## config.mk

```make
export PLATFORM = sky130hd
export DESIGN_NAME = fifo_reader
export DESIGN_NICKNAME = d
export VERILOG_FILES = /design/src/rtl/fifo_reader_pkg.sv /design/src/rtl/fifo_reader_skid.sv /design/src/rtl/fifo_reader.sv
export SDC_FILE = /design/constraint.sdc
export NUM_CORES = 1
export LEC_CHECK = 0
export BUFFER_PORTS_ARGS = -buffer_cell sky130_fd_sc_hd__buf_2
export CAP_MARGIN = 10
export CORE_MARGIN = 3
export CORE_UTILIZATION = 35
export CTS_CLUSTER_DIAMETER = 80
export DETAILED_ROUTE_END_ITERATION = 6
export SKIP_CTS_REPAIR_TIMING = 1
export SYNTH_ARGS = -nofsm -noshare
export SYNTH_HDL_FRONTEND = slang
export SYNTH_HIERARCHICAL = 1
export SYNTH_SLANG_ARGS = --single-unit
```

## constraint.sdc

```tcl
create_clock -name Clk -period 2.45 [get_ports Clk]
set_clock_uncertainty 0.2 [all_clocks]
set_input_delay 0.49 -clock Clk [delete_from_list [all_inputs] [get_ports Clk]]
set_output_delay 0.49 -clock Clk [all_outputs]
set_load 0.01 [all_outputs]
```

## src/rtl/fifo_reader_pkg.sv

```systemverilog
// Shared definitions for the FIFO read-side stream adapter.
// Provides the default data width, the occupancy-coded buffer state
// encoding and the popped-word counter width.
package fifo_reader_pkg;

    localparam int unsigned WIDTH_DEFAULT = 32;
    localparam int unsigned CNT_W         = 16;
    localparam int unsigned OCC_W         = 2;

    // State value equals buffer occupancy, so occ can be read straight off the state.
    typedef enum logic [1:0] {
        S_EMPTY = 2'd0,
        S_ONE   = 2'd1,
        S_FULL  = 2'd2
    } state_e;

endpackage

```

## src/rtl/fifo_reader_skid.sv

```systemverilog
// Two-entry output buffer feeding the stream interface.
// Ports:
//   clk, rst_n  - clock, async active-low reset
//   push        - capture push_data this edge (never while full without pop)
//   push_data   - word to capture
//   pop         - consumer takes the head word this edge
//   flush       - synchronous discard of all buffered words
//   head_data   - oldest buffered word (registered, holds when empty)
//   head_valid  - buffer holds at least one word (registered)
//   occ         - current occupancy 0..2
module fifo_reader_skid
    import fifo_reader_pkg::*;
#(
    parameter int unsigned WIDTH = WIDTH_DEFAULT
) (
    input  logic             clk,
    input  logic             rst_n,
    input  logic             push,
    input  logic [WIDTH-1:0] push_data,
    input  logic             pop,
    input  logic             flush,
    output logic [WIDTH-1:0] head_data,
    output logic             head_valid,
    output logic [OCC_W-1:0] occ
);

    state_e           state_q, state_d;
    logic [WIDTH-1:0] head_q,  head_d;
    logic [WIDTH-1:0] tail_q,  tail_d;
    logic             valid_q, valid_d;

    // State and data registers
    always_ff @(posedge clk or negedge rst_n) begin
        if (!rst_n) begin
            state_q <= S_EMPTY;
            head_q  <= '0;
            tail_q  <= '0;
            valid_q <= 1'b0;
        end else begin
            state_q <= state_d;
            head_q  <= head_d;
            tail_q  <= tail_d;
            valid_q <= valid_d;
        end
    end

    // Next-state and data movement; head keeps its last value when the buffer drains
    always_comb begin
        state_d = state_q;
        head_d  = head_q;
        tail_d  = tail_q;

        unique case (state_q)
            S_EMPTY: begin
                if (push) begin
                    head_d  = push_data;
                    state_d = S_ONE;
                end
            end
            S_ONE: begin
                if (push && pop) begin
                    head_d = push_data;
                end else if (pop) begin
                    state_d = S_EMPTY;
                end else if (push) begin
                    tail_d  = push_data;
                    state_d = S_FULL;
                end
            end
            S_FULL: begin
                if (pop) begin
                    head_d = tail_q;
                    if (push) begin
                        tail_d = push_data;
                    end else begin
                        state_d = S_ONE;
                    end
                end
            end
            default: state_d = S_EMPTY;
        endcase

        if (flush) begin
            state_d = S_EMPTY;
        end

        valid_d = (state_d != S_EMPTY);
    end

    assign head_data  = head_q;
    assign head_valid = valid_q;
    assign occ        = OCC_W'(state_q);

endmodule

```

## src/rtl/fifo_reader.sv

```systemverilog
// Read-side adapter: pulls words from a FIFO with one-cycle read latency
// and presents them as a valid/ready stream with full throughput.
// Optional feature macro: FIFO_READER_CNT_EN adds the wordCount port.
// Ports:
//   Clk, Rst_n  - clock, async active-low reset
//   EN          - allow new FIFO reads
//   Flush       - discard buffered and in-flight words
//   fifoEmpty   - upstream FIFO empty flag
//   fifoRD      - upstream read strobe (combinational)
//   fifoData    - upstream read data, valid the cycle after fifoRD
//   outData     - stream data (registered)
//   outValid    - stream valid (registered)
//   outReady    - stream ready from consumer
//   wordCount   - popped-word count, wraps, cleared by Flush (macro only)
module fifo_reader
    import fifo_reader_pkg::*;
#(
    parameter int unsigned WIDTH = WIDTH_DEFAULT
) (
    input  logic             Clk,
    input  logic             Rst_n,
    input  logic             EN,
    input  logic             Flush,
    input  logic             fifoEmpty,
    output logic             fifoRD,
    input  logic [WIDTH-1:0] fifoData,
    output logic [WIDTH-1:0] outData,
    output logic             outValid,
    input  logic             outReady
`ifdef FIFO_READER_CNT_EN
    ,
    output logic [CNT_W-1:0] wordCount
`endif
);

    logic             inflight_q, inflight_d;
    logic [OCC_W-1:0] occ;
    logic             pop_c;
    logic             push_c;
    logic             fifo_rd_c;
    logic [2:0]       level_c;
    logic [2:0]       limit_c;

    // Read request: only when the word can be guaranteed a buffer slot
    always_comb begin
        pop_c      = outValid & outReady;
        level_c    = 3'(occ) + 3'(inflight_q);
        limit_c    = 3'd2 + 3'(pop_c);
        fifo_rd_c  = Rst_n & EN & ~Flush & ~fifoEmpty & (level_c < limit_c);
        inflight_d = fifo_rd_c;
        push_c     = inflight_q & ~Flush;
    end

    // In-flight tracker for the one-cycle FIFO read latency
    always_ff @(posedge Clk or negedge Rst_n) begin
        if (!Rst_n) begin
            inflight_q <= 1'b0;
        end else begin
            inflight_q <= inflight_d;
        end
    end

    assign fifoRD = fifo_rd_c;

    fifo_reader_skid #(
        .WIDTH(WIDTH)
    ) u_skid (
        .clk        (Clk),
        .rst_n      (Rst_n),
        .push       (push_c),
        .push_data  (fifoData),
        .pop        (pop_c),
        .flush      (Flush),
        .head_data  (outData),
        .head_valid (outValid),
        .occ        (occ)
    );

`ifdef FIFO_READER_CNT_EN
    logic [CNT_W-1:0] cnt_q, cnt_d;

    // Popped-word counter, wraps naturally
    always_comb begin
        cnt_d = cnt_q;
        if (Flush) begin
            cnt_d = '0;
        end else if (pop_c) begin
            cnt_d = cnt_q + CNT_W'(1);
        end
    end

    always_ff @(posedge Clk or negedge Rst_n) begin
        if (!Rst_n) begin
            cnt_q <= '0;
        end else begin
            cnt_q <= cnt_d;
        end
    end

    assign wordCount = cnt_q;
`endif

endmodule

```

==> metrics.csv <==
metric;value;unit
Overflow after GRT;0;
vias;1869;
I/O Buffers;71;
CTS tree;done;
Iter 0 DRT Violations;20;
layout cells sized above 1;69.7;%
post-route cell area;4200;sq um
post-route antenna net violation count;0;
fin nets;322;
Net Sw Frac;26.1;%
row count;35;
Hold Crit Class;in2async;
clock slew at reported path FFs;70;ps
Yosys cell types;27;
mux share of post-synthesis cell area;41.0;%
pwr dens;673;nW/um^2
H-tree depth;3;
clock power share;32.2;%
synth warn;6;
FF-to-FF Start;u_skid/occ[0];
period utilization;94.6;%
setup tns final;0;ps
Worst EP arrival;1630;ps
final WL;6240;um
max_cap viols;0;
clk_lat worst skew;330;ps
clock buffer count from CTS;9;
GRT Util Overall;12.0;%
GR Layer Usage met2;16.9;%
GR peak layer;met1;
slew of the pin with the lowest slew margin;538;ps
Crit Path Max Fanout;2;
crit path launch type;flop;
syn_nets;242;
worst vdd ir;0.359;mV
WL/cell;15.0;um
Min Clock Period, post-route;2320;ps
Post-Syn Area;3480;sq um
GR met3 Demand/Resource;4.35;%
main combinational cell family by area after synthesis;multiplexers;
sequential area share after synthesis;48.9;%
# IOs;72;
Vias per Instance;4.49;
first-pass GRT wire length;10500;um
xor/xnor share of the synthesized area;0;%
vias in the first global route;1948;
leakage;2.23;nW
worst-case reg-to-reg path depth;5;
Core ar.;9460;sq um
#FFs+latches synth;68;
chip height;106;um
Num Clock Sinks;68;
clock tree buffer depth;2;
DP Area;4000;sq um
pin count of the biggest net entering global routing;43;
CP Class;reg2out;
DRC errors left;0;
Cells after Synth;202;
final setup fails;0;
Critical Path Start;inflight_q;
Root Driver;clkbuf_8;
Switching Power;0.736;mW
complex-gate fraction of the synthesized area;2.41;%
Die W;106;um
logic gate share of total power;19.7;%
RSZ-0062 raised after global routing;no;
GR Util met1;17.1;%
Reg power frac;48.2;%
fin. max-slew vios;0;
relative slew slack;64.1;%
Max Clk Rate;0.431;GHz
syn_area_per_cell;17.2;sq um
worst reg-to-reg setup slack;500;ps
Final Hold Viols;0;
post-synthesis simple-gate area fraction;2.73;%
Initial Util;36.8;%
initial antenna violation count;0;
Pre-antenna DRT Iters;4;
R2R Path End;u_skid/head_data[2];
Final HPWL DP;4250;um
adder-cell share of the synthesized area;0.719;%
Worst Path Required;1760;ps
gpl congestion;0.734;
CP Capture Type;output port;
outcome;complete, no violations;
die area;11200;sq um
area delta synth->final;20.5;%
internal power;2.09;mW
ant diodes;0;
layout by cell type (no fill, tap or decap), drive strengths merged, types with 2 or more instances in the layout:
cell type / Yosys / layout
nor2b: 2 / 2
mux2: 96 / 96
inv: 3 / 4
dfrtp: 68 / 68
nand2b: 2 / 2
clkbuf: 0 / 10
nor2: 2 / 2
clkinvlp: 0 / 2
a31oi: 2 / 2
buf: 12 / 81
clkinv: 0 / 2
ha: 2 / 2
Yosys cell counts:
library cell | n | area, sq um
o32a_1 | 1 | 10.0
o211ai_1 | 1 | 7.51
nor4b_1 | 1 | 8.76
buf_4 | 1 | 7.51
nand4bb_1 | 1 | 11.3
ha_1 | 2 | 25.0
nor2_1 | 2 | 7.51
buf_8 | 3 | 45.0
inv_1 | 3 | 11.3
nand2b_1 | 1 | 6.26
o21ai_4 | 1 | 16.3
buf_6 | 7 | 78.8
nor3b_2 | 1 | 12.5
mux2i_2 | 1 | 13.8
buf_2 | 1 | 5.00
nand3b_1 | 1 | 7.51
nor2b_1 | 2 | 12.5
o22ai_4 | 1 | 20.0
mux2_2 | 7 | 78.8
and2_1 | 1 | 6.26
a211oi_2 | 1 | 12.5
mux2_4 | 89 | 1340
a21oi_1 | 1 | 5.00
and3b_1 | 1 | 8.76
dfrtp_1 | 68 | 1700
nand2b_4 | 1 | 13.8
a31oi_1 | 2 | 12.5
worst max-delay path: stages, from the launching register on:
cell and delay (ps):
dfrtp_1 390, ha_2 180, ha_1 170, nand4bb_1 210, a211oi_2 190, buf_2 160
layout make-up:
class	count	area, sq um
sequential	68	1700
clock buffer	10	128
clock inverter	6	63.8
inverter	3	11.3
fill	917	5260
timing repair buffer	81	493
multi-input combinational	119	1640
tap	129	161
logic make-up after synthesis:
| family | after synthesis |
|---|---|
| compound gates | 8 |
| buf+inv | 15 |
| flops | 68 |
| simple gates | 12 |
| fa+ha+maj | 2 |
| mux | 97 |
registers in the layout, summed over array words and instances, names as in the netlist:
signal             count
u_skid/head_data      32
u_skid/tail_q         32
u_skid/occ             2
inflight_q             1
u_skid/head_valid      1
per-stage QoR:
stage / setup slack, ps / instances / util, % / power (mW) / hold slack (ps)
final: 132 / 416 / 44.4 / 2.82 / 21.6
after global routing: 0.743 / 416 / 44.4 / 3.00 / 28.5
after CTS: 7.64 / 416 / 44.3 / 2.89 / 9.90
after detailed placement: 285 / 400 / 42.3 / 1.95 / 286
after global placement: 314 / 400 / 42.3 / 1.94 / 289
after floorplan: 303 / 202 / - / 1.70 / -5.59
per-layer routing:
layer / share of wire (%) / up-vias
li1: - / 879
met1: 49 / 938
met2: 45 / 44
met3: 4.6 / 8
met4: 1.7 / 0
met5: 0 / -
worst max path at each step:
stage / to / slack (ps)
6_report: fifoRD / 130
5_1_grt: fifoRD / 0.7
4_1_cts: fifoRD / 8
3_5_place_dp: u_skid/head_data[25] / 280
3_3_place_gp: u_skid/head_data[26] / 310
2_1_floorplan: u_skid/head_data[0] / 300
power groups by stage:
stage	sequential, mW	combinational (mW)	clock (mW)
after floorplan	1.44	0.266	0
after global placement	1.38	0.558	0
after detailed placement	1.38	0.567	0
after CTS	1.36	0.567	0.957
after global routing	1.39	0.601	1.01
final	1.36	0.556	0.908
No activity file was read; power rests on OpenSTA's default activity.
